[src/rtl/div_arbiter_if.sv]
// Handshake/result bundle shared by the two requesters and div_arbiter.
//   req0/req1              : level requests, held until granted
//   dividend*/divisor*     : operands of requester 0/1
//   gnt0/gnt1              : one-cycle pulse, operands captured
//   done0/done1            : result valid for owner, held until acked
//   done_ack0/done_ack1    : owner has consumed the result
//   quotient/remainder     : shared result, div_by_zero flags divisor 0
//   busy                   : arbiter not idle
interface div_arbiter_if #(
  parameter int unsigned WIDTH = 8
);
  logic             req0;
  logic             req1;
  logic [WIDTH-1:0] dividend0;
  logic [WIDTH-1:0] divisor0;
  logic [WIDTH-1:0] dividend1;
  logic [WIDTH-1:0] divisor1;
  logic             gnt0;
  logic             gnt1;
  logic             done0;
  logic             done1;
  logic             done_ack0;
  logic             done_ack1;
  logic [WIDTH-1:0] quotient;
  logic [WIDTH-1:0] remainder;
  logic             div_by_zero;
  logic             busy;

  modport slave (
    input  req0, req1, dividend0, divisor0, dividend1, divisor1,
           done_ack0, done_ack1,
    output gnt0, gnt1, done0, done1, quotient, remainder, div_by_zero, busy
  );

  modport master (
    output req0, req1, dividend0, divisor0, dividend1, divisor1,
           done_ack0, done_ack1,
    input  gnt0, gnt1, done0, done1, quotient, remainder, div_by_zero, busy
  );
endinterface

[src/rtl/div_arbiter.sv]
// Two-requester round-robin front end for a shared unsigned restoring divider.
//   clock   : sole clock, posedge
//   reset_n : asynchronous active-low reset
//   div_if  : div_arbiter_if slave modport (requests, operands, grants,
//             done/ack handshake, shared quotient/remainder/div_by_zero, busy)
// One quotient bit per ITER cycle, MSB first; result registers only change on
// entry to DONE, so they hold the last result while idle.
module div_arbiter #(
  parameter int unsigned WIDTH = 8
) (
  input  logic          clock,
  input  logic          reset_n,
  div_arbiter_if.slave  div_if
);

  typedef enum logic [1:0] {
    IDLE = 2'd0,
    ITER = 2'd1,
    DONE = 2'd2
  } state_t;

  localparam int unsigned    CW   = $clog2(WIDTH + 1);
  localparam logic [CW-1:0]  LAST = CW'(WIDTH);

  state_t           r_state;
  state_t           w_state_nxt;
  logic             r_ptr;      // tie-break winner: 0 -> requester 0
  logic             r_owner;
  logic             r_dz;
  logic [CW-1:0]    r_cnt;
  logic [WIDTH-1:0] r_quo;      // dividend shifting out, quotient shifting in
  logic [WIDTH-1:0] r_dvs;
  logic [WIDTH-1:0] r_rem;
  logic             r_gnt0;
  logic             r_gnt1;
  logic             r_done0;
  logic             r_done1;
  logic [WIDTH-1:0] r_quotient;
  logic [WIDTH-1:0] r_remainder;
  logic             r_div_by_zero;

  logic             w_grant;
  logic             w_win1;
  logic             w_ack;
  logic             w_ge;
  logic [WIDTH:0]   w_trial;
  logic [WIDTH-1:0] w_diff;

  always_comb begin
    w_state_nxt = r_state;
    w_grant     = 1'b0;
    w_win1      = 1'b0;
    w_ack       = 1'b0;
    // WIDTH+1-bit trial remainder keeps the bit shifted out of r_rem.
    w_trial     = {r_rem, r_quo[WIDTH-1]};
    w_ge        = (w_trial >= {1'b0, r_dvs});
    // Only used when w_ge, where the true difference fits in WIDTH bits.
    w_diff      = w_trial[WIDTH-1:0] - r_dvs;
    case (r_state)
      IDLE: begin
        if (div_if.req0 || div_if.req1) begin
          w_grant     = 1'b1;
          w_win1      = div_if.req1 & (~div_if.req0 | r_ptr);
          w_state_nxt = ITER;
        end
      end
      ITER: begin
        if (r_dz || (r_cnt == LAST)) w_state_nxt = DONE;
      end
      DONE: begin
        w_ack = r_owner ? div_if.done_ack1 : div_if.done_ack0;
        if (w_ack) w_state_nxt = IDLE;
      end
      default: w_state_nxt = IDLE;
    endcase
  end

  always_ff @(posedge clock or negedge reset_n) begin
    if (!reset_n) begin
      r_state       <= IDLE;
      r_ptr         <= 1'b0;
      r_owner       <= 1'b0;
      r_dz          <= 1'b0;
      r_cnt         <= '0;
      r_quo         <= '0;
      r_dvs         <= '0;
      r_rem         <= '0;
      r_gnt0        <= 1'b0;
      r_gnt1        <= 1'b0;
      r_done0       <= 1'b0;
      r_done1       <= 1'b0;
      r_quotient    <= '0;
      r_remainder   <= '0;
      r_div_by_zero <= 1'b0;
    end else begin
      r_state <= w_state_nxt;
      r_gnt0  <= 1'b0;
      r_gnt1  <= 1'b0;
      case (r_state)
        IDLE: begin
          if (w_grant) begin
            r_owner <= w_win1;
            r_gnt0  <= ~w_win1;
            r_gnt1  <= w_win1;
            r_quo   <= w_win1 ? div_if.dividend1 : div_if.dividend0;
            r_dvs   <= w_win1 ? div_if.divisor1  : div_if.divisor0;
            r_dz    <= w_win1 ? (div_if.divisor1 == '0) : (div_if.divisor0 == '0);
            r_rem   <= '0;
            r_cnt   <= '0;
            // Pointer only moves on contention, away from the winner.
            if (div_if.req0 && div_if.req1) r_ptr <= ~w_win1;
          end
        end
        ITER: begin
          // Divide-by-zero spends a single ITER cycle so done lands one edge
          // after the grant, never overlapping the gnt pulse.
          if (r_dz) begin
            r_quotient    <= '1;
            r_remainder   <= r_quo;
            r_div_by_zero <= 1'b1;
            r_done0       <= ~r_owner;
            r_done1       <= r_owner;
          end else if (r_cnt == LAST) begin
            r_quotient    <= r_quo;
            r_remainder   <= r_rem;
            r_div_by_zero <= 1'b0;
            r_done0       <= ~r_owner;
            r_done1       <= r_owner;
          end else begin
            r_rem <= w_ge ? w_diff : w_trial[WIDTH-1:0];
            r_quo <= {r_quo[WIDTH-2:0], w_ge};
            r_cnt <= r_cnt + CW'(1);
          end
        end
        DONE: begin
          if (w_ack) begin
            r_done0 <= 1'b0;
            r_done1 <= 1'b0;
          end
        end
        default: ;
      endcase
    end
  end

  assign div_if.gnt0        = r_gnt0;
  assign div_if.gnt1        = r_gnt1;
  assign div_if.done0       = r_done0;
  assign div_if.done1       = r_done1;
  assign div_if.quotient    = r_quotient;
  assign div_if.remainder   = r_remainder;
  assign div_if.div_by_zero = r_div_by_zero;
  assign div_if.busy        = (r_state != IDLE);

endmodule

[src/flat_wrapper.sv]
// flat-port wrapper written by rule: the top's interface ports become plain ports
module div_arbiter_flat 
#(
  parameter int unsigned WIDTH = 8
)
  (clock, reset_n, div_if_req0, div_if_req1, div_if_dividend0, div_if_divisor0, div_if_dividend1, div_if_divisor1, div_if_done_ack0, div_if_done_ack1, div_if_gnt0, div_if_gnt1, div_if_done0, div_if_done1, div_if_quotient, div_if_remainder, div_if_div_by_zero, div_if_busy);
  div_arbiter_if #(.WIDTH(WIDTH)) div_if_i ();
  input  logic clock;
  input  logic reset_n;
  input wire logic [$bits(div_if_i.req0)-1:0] div_if_req0;
  input wire logic [$bits(div_if_i.req1)-1:0] div_if_req1;
  input wire logic [$bits(div_if_i.dividend0)-1:0] div_if_dividend0;
  input wire logic [$bits(div_if_i.divisor0)-1:0] div_if_divisor0;
  input wire logic [$bits(div_if_i.dividend1)-1:0] div_if_dividend1;
  input wire logic [$bits(div_if_i.divisor1)-1:0] div_if_divisor1;
  input wire logic [$bits(div_if_i.done_ack0)-1:0] div_if_done_ack0;
  input wire logic [$bits(div_if_i.done_ack1)-1:0] div_if_done_ack1;
  output wire logic [$bits(div_if_i.gnt0)-1:0] div_if_gnt0;
  output wire logic [$bits(div_if_i.gnt1)-1:0] div_if_gnt1;
  output wire logic [$bits(div_if_i.done0)-1:0] div_if_done0;
  output wire logic [$bits(div_if_i.done1)-1:0] div_if_done1;
  output wire logic [$bits(div_if_i.quotient)-1:0] div_if_quotient;
  output wire logic [$bits(div_if_i.remainder)-1:0] div_if_remainder;
  output wire logic [$bits(div_if_i.div_by_zero)-1:0] div_if_div_by_zero;
  output wire logic [$bits(div_if_i.busy)-1:0] div_if_busy;
  assign div_if_i.req0 = div_if_req0;
  assign div_if_i.req1 = div_if_req1;
  assign div_if_i.dividend0 = div_if_dividend0;
  assign div_if_i.divisor0 = div_if_divisor0;
  assign div_if_i.dividend1 = div_if_dividend1;
  assign div_if_i.divisor1 = div_if_divisor1;
  assign div_if_i.done_ack0 = div_if_done_ack0;
  assign div_if_i.done_ack1 = div_if_done_ack1;
  assign div_if_gnt0 = div_if_i.gnt0;
  assign div_if_gnt1 = div_if_i.gnt1;
  assign div_if_done0 = div_if_i.done0;
  assign div_if_done1 = div_if_i.done1;
  assign div_if_quotient = div_if_i.quotient;
  assign div_if_remainder = div_if_i.remainder;
  assign div_if_div_by_zero = div_if_i.div_by_zero;
  assign div_if_busy = div_if_i.busy;
  div_arbiter #(.WIDTH(WIDTH)) u_core (.clock(clock), .reset_n(reset_n), .div_if(div_if_i));
endmodule
[config.mk]
export PLATFORM = sky130hd
export DESIGN_NAME = div_arbiter_flat
export DESIGN_NICKNAME = d
export VERILOG_FILES = /design/src/rtl/div_arbiter_if.sv /design/src/rtl/div_arbiter.sv /design/src/flat_wrapper.sv
export SDC_FILE = /design/constraint.sdc
export NUM_CORES = 1
export LEC_CHECK = 0
export CAP_MARGIN = 0
export CORE_MARGIN = 2
export CORE_UTILIZATION = 47
export DETAILED_ROUTE_END_ITERATION = 8
export PLACE_DENSITY = 0.75
export SYNTH_ARGS = -nofsm -noshare
export SYNTH_HDL_FRONTEND = slang
export SYNTH_SLANG_ARGS = --single-unit
[constraint.sdc]
create_clock -name clock -period 2.05 [get_ports clock]
set_input_delay 0.205 -clock clock [delete_from_list [all_inputs] [get_ports clock]]
set_output_delay 0.205 -clock clock [all_outputs]
set_load 0.03 [all_outputs]
Yosys cells after proc, flatten, opt, wreduce, memory -nomap -nowiden
Index checks and enable logic that the tools add are counted.
{ "op_classes": {"n_mux": 43, "n_bitwise": 5, "eq_ne": 11, "order_cmp": 1, "reduce_logical": 16, "n_addsub": 2} }
{ "op_table": {"columns": ["cell", "n"], "rows": [
  ["8-bit two-way mux", 13],
  ["8-bit case mux with 2 select lines", 2],
  ["1-bit two-way mux", 18],
  ["8-bit logical NOT", 2],
  ["4-bit two-way mux", 3],
  ["2-bit by 1-bit inequality test with 1-bit output (second input constant)", 5],
  ["9-bit by 8-bit >= comparator with 1-bit output", 1],
  ["3-bit AND reduction", 3],
  ["4-bit case mux with 2 select lines", 1],
  ["2-bit nonzero test", 4],
  ["8-bit subtractor", 1],
  ["2-bit two-way mux", 3],
  ["2-bit case mux with 3 select lines", 1],
  ["4-bit by 1-bit adder with 4-bit output (second input constant)", 1],
  ["4-bit == test (second input constant)", 1],
  ["2-bit inequality test (second input constant)", 2],
  ["1-bit case mux with 2 select lines", 2],
  ["2-bit AND reduction", 2],
  ["4-bit AND reduction", 1],
  ["3-bit by 1-bit inequality test with 1-bit output (second input constant)", 1],
  ["1-bit NOT", 3],
  ["2-bit by 1-bit == test with 1-bit output (second input constant)", 1],
  ["2-bit == test (second input constant)", 1],
  ["2-bit logical NOT", 1],
  ["4 further kinds", 5]
]} }
{ "word_totals": {"input_bits": 38, "register_bits": 54, "output_inout_bits": 22} }

Longest topological paths before layout
{ "depth": {"ltp_word": 8, "ltp_mapped": 9, "mapped_depth_nobuf": 8} }

Least setup slack after synthesis
No wires, ideal clock.
{ "synth_timing": {"path_type": "reg-to-reg", "startpoint": "register u_core.r_state[0]", "endpoint": "register u_core.r_quo[7]", "stages_incl_launch_ff": 10, "path_buffers": 2, "arrival_ns": 1.789, "required_ns": 1.924, "synth_period_minus_slack_ns": 1.915, "slack_ns": 0.135, "path_cell_list": "dfrtp_1 -> inv_1 -> ha_1 -> buf_2 -> nand2_1 -> a21oi_1 -> buf_2 -> mux2i_1 -> nor2_1 -> a221o_1"} }
{ "synth_via": {"elab_chain_cells": 5, "elab_cells_between_ends": 12} }
{ "synth_rtl": {"columns": ["item", "line", "text"], "rows": [
  ["start, declared", "div_arbiter.sv:25", "state_t r_state;"],
  ["start signal, assigned", "div_arbiter.sv:96", "r_state <= w_state_nxt;"],
  ["2-bit logical NOT", "div_arbiter.sv:59, div_arbiter.sv:99", null],
  ["1-bit two-way mux", "div_arbiter.sv:59", "case (r_state)"],
  ["8-bit two-way mux", "div_arbiter.sv:105", "r_quo <= w_win1 ? div_if.dividend1 : div_if.dividend0;"],
  ["8-bit two-way mux", "div_arbiter.sv:101", "if (w_grant) begin"],
  ["8-bit case mux with 2 select lines", "div_arbiter.sv:99", "case (r_state)"],
  ["end signal, assigned", "div_arbiter.sv:105", null],
  ["end signal, assigned", "div_arbiter.sv:131", "r_quo <= {r_quo[WIDTH-2:0], w_ge};"],
  ["end, declared", "div_arbiter.sv:31", "logic [WIDTH-1:0] r_quo;"]
]} }
Parallel ways exist; a longest one is shown, timed or not. The select of a mux whose other input is x is not followed.
A chain may end at the register's enable or synchronous reset.

Final worst setup path
{ "layout_timing": {"startpoint": "register u_core.r_cnt[1]", "endpoint": "register u_core.r_rem[1]"} }
{ "layout_via": {"elab_chain_cells": 3} }
{ "layout_rtl": {"columns": ["item", "line", "text"], "rows": [
  ["start, declared", "div_arbiter.sv:30", "logic [CW-1:0] r_cnt;"],
  ["start signal, assigned", "div_arbiter.sv:132", "r_cnt <= r_cnt + CW'(1);"],
  ["4-bit == test", "div_arbiter.sv:123", "end else if (r_cnt == LAST) begin"],
  ["2-bit inequality test (no line)", null, null],
  ["4-bit AND reduction (no line)", null, null],
  ["end signal, assigned", "div_arbiter.sv:130", "r_rem <= w_ge ? w_diff : w_trial[WIDTH-1:0];"],
  ["end, declared", "div_arbiter.sv:33", "logic [WIDTH-1:0] r_rem;"]
]} }
Every way passes these cells.

==> impl_metrics.toml <==
[power_and_ir_drop]
seq_power_share_pct = 31.1
vdd_drop_max_mv = 0.872
p_leak_nw = 1.73
switching_share_pct = 44.0
p_int_mw = 3.17
switchingPower_mw = 2.49
power_frac_comb_pct = 58.5
powerDensity_nw_per_um2 = 1440
power_mw = 5.67
p_clk_share_pct = 10.4

[critical_path]
critPathCaptureType = "flip-flop"
critPathArrivalTime_ns = 2.34
critPathKind = "flip-flop to flip-flop"
worstPathRequired_ns = 2.31
startpoint_type = "flip-flop"
cp_max_fo = 7

[route]
postRouteAntennaNets = 0
via_per_inst = 5.53
route.detailed.drc = 0
wl_met3_um = 491
met1_length_um = 3060
dr.pass1.iters = 4
highest_layer = "met4"
vias = 2533
detail_route.iter0.violations = 137
wl_met2_um = 3420
drt-wirelength-per-cell_um = 15.5
drt-total-wl_um = 7100

[finish]
syn_to_final_growth_pct = 30.3
utilization_pct = 62.6
drive_gt1_share_pct = 11.0
final_net_count = 432
diodes = 0
final_cells = 458

[floorplanning]
die_area_sq_um = 7080
ios = 60
start_util_pct = 48.1
core_sq_um = 6280
fp-row-count = 29
die_h_um = 84.1
dieWidth_um = 84.1

[yosys]
synth_compound_area_share_pct = 16.3
async_flop_share_pct = 100
syn_nets = 362
seq_area_frac_synth_pct = 44.8
syn_area_per_cell_sq_um = 9.74
synthSimpleGateAreaFrac_pct = 16.6
synth_edf_count = 0
synthTopCellsByArea = "dfrtp_1 (45%), mux2i_1 (8.6%), nand2_1 (6.0%)"
ys_types = 48
synthAdderAreaFrac_pct = 6.05
synth_warnings = 0
netlist_instances = 310
synth_mux_area_share_pct = 9.37
synth_top_area_share_pct = 44.8
ys_seq_elements = 54
syn-cell-area_sq_um = 3020
synth_ff_type = "dfrtp_1"
synth_top_family_by_area = "simple AND/OR/NAND/NOR gates"
synthXorXnorAreaFrac_pct = 2.32
synth_top_cell_by_area = "dfrtp_1"

[place]
portBuffers = 59
placed_cells = 448
dp_hpwl_um = 5410
place_congestion = 0.866

[run]
drv_cap = 0

[sta]
period_share_pct = 101
rsz0062_at_grt = "true"
period_needed_ns = 2.08
fmax_mhz = 481
hold_slack_ns = 0.406
slew_headroom_pct = 63.8
timing.final.max_slew_violations = 0
hold_violations = 0
worst_pin_slew_ns = 0.542
setup_ws_ns = -0.0298
finClkSkew_ns = 0.00800
fin_setup_tns_ns = -0.0298
final-setup-viol-count = 1

[clock_tree]
cts_tree = "yes"
cts.clk_slew.worst_paths_ns = 0.10
clk_latency_ns = 0.31
cts.sinks = 54
cts_root_buf = "clkbuf_8"
cts_buffer_depth = 2
cts-htree-levels = 2
numCtsBuffers = 5

[global_route]
grt_max_degree = 33
antenna_found_initial = 0
grt_use_total_pct = 20.3
grt_pass1_wl_um = 11700
first_global_vias = 2550
grt-ovfl-total = 0

[status]
status = "finished, violations left"
violations = "setup timing"

[worst_hold_path]
hp-class = "primary input to asynchronous set/reset pin"
## cell families (layout without fill, tap and decap cells)
| group | count (synthesis) | count (layout) |
|---|---|---|
| AOI/OAI and AO/OA | 66 | 66 |
| DFF | 54 | 54 |
| muxes | 28 | 28 |
| buffers and inverters | 31 | 102 |
| xor gates and xnor gates | 8 | 8 |
| and+or+nand+nor | 109 | 109 |
| adders and majority gates | 14 | 14 |
## registers in the layout, summed over array words and instances, names as in the netlist
signal / flops
u_core.r_quo: 8
u_core.div_if.done0: 1
u_core.r_ptr: 1
u_core.div_if.gnt0: 1
u_core.div_if.quotient: 8
u_core.r_dz: 1
u_core.r_rem: 8
u_core.r_cnt: 4
u_core.div_if.done1: 1
u_core.r_owner: 1
u_core.r_dvs: 8
u_core.div_if.div_by_zero: 1
u_core.div_if.gnt1: 1
u_core.div_if.remainder: 8
u_core.r_state: 2
## per-layer routing
metal	GRT usage, %	vias to the layer above
met5	0	-
met4	6.30	0
li1	-	1241
met3	4.13	10
met2	34.4	97
met1	26.4	1185
## timing repair
action,CTS,global route
buffers inserted,0,1
resized for setup,4,9
hold buffers,1,0
endpoints found under the setup margin,3,18
hold endpoints to repair,22,0
pin swaps,1,2
## through the flow
step	area, sq um	setup slack, ns
floorplan	3020	0.135
CTS	3880	0.0321
detailed placement	3770	0.0191
global route	3930	-0.0974
finish	3930	-0.0298
global placement	3770	0.0700
## Yosys cell counts (all sizes together), types with 2 or more instances
library cell	n
and3	3
o31ai	2
nand2	50
nor2b	2
a21oi	6
a221o	8
nand2b	4
a21o	3
nor4	5
mux2i	26
nand3b	2
mux2	2
nor2	20
inv	17
o211ai	3
ha	13
buf	9
nand4	4
dfrtp	54
xor2	4
o21ai	27
o311ai	3
a31oi	2
a211oi	2
nand3	14
clkbuf	5
and2	2
xnor2	4
## layout by cell type, fill, tap and decap left out, types with 2 or more instances in the layout
| master | instances |
|---|---|
| o21ai_2 | 4 |
| and2_1 | 2 |
| clkdlybuf4s50_1 | 57 |
| clkbuf_8 | 5 |
| a21o_1 | 3 |
| o31ai_1 | 2 |
| xor2_1 | 4 |
| dfrtp_1 | 54 |
| nand2b_1 | 4 |
| inv_1 | 17 |
| nand3b_1 | 2 |
| nor2_1 | 20 |
| o211ai_1 | 3 |
| nor2b_1 | 2 |
| xnor2_1 | 4 |
| mux2i_1 | 26 |
| a21oi_1 | 4 |
| ha_1 | 12 |
| nor4_1 | 5 |
| buf_4 | 14 |
| a221o_1 | 8 |
| o311ai_1 | 2 |
| nand4_1 | 4 |
| buf_12 | 2 |
| o21ai_0 | 22 |
| nand3_1 | 14 |
| a21oi_2 | 2 |
| and3_1 | 3 |
| mux2_2 | 2 |
| nand2_1 | 48 |
## critical path, stage by stage (launching register included)
cell and delay [ns]:
dfrtp_1 0.42, inv_1 0.06, ha_1 0.18, and3b_1 0.28
a2111o_1 0.54, nor4_1 0.37, a221o_1 0.17
## final cells by class
| class | instances | area, sq um |
|---|---|---|
| clock buffers | 6 | 72.6 |
| clock inverters | 2 | 13.8 |
| repair buffers | 77 | 751 |
| fillers | 523 | 2340 |
| inverters | 17 | 63.8 |
| multi-input cells | 225 | 1580 |
| well taps | 77 | 96.3 |
| flip-flops and latches | 54 | 1350 |
## power groups by stage
| stage | clock network (mW) | logic (mW) | registers [mW] |
|---|---|---|---|
| detailed placement | 0 | 3.14 | 1.78 |
| CTS | 0.603 | 3.19 | 1.76 |
| global placement | 0 | 3.07 | 1.76 |
| floorplan | 0 | 1.92 | 1.99 |
| global route | 0.650 | 3.63 | 1.82 |
| finish | 0.590 | 3.32 | 1.76 |
## worst paths after layout
| kind | from | to | slack [ns] | depth (start not counted) |
|---|---|---|---|---|
| worst max-delay path | u_core.r_cnt[1] | u_core.r_rem[1] | -0.03 | 6 |
| worst min-delay path | reset_n | u_core.div_if.div_by_zero | 0.41 | 2 |
| worst max register to register | u_core.r_cnt[1] | u_core.r_rem[1] | -0.03 | 6 |
| worst min register to register | u_core.r_ptr | u_core.r_ptr | 0.48 | 1 |
| max in group asynchronous | reset_n | u_core.div_if.remainder[7] | 1.08 | 3 |
| min in group clock | u_core.r_ptr | u_core.r_ptr | 0.48 | 1 |
Power figures use the tool's default switching activity.
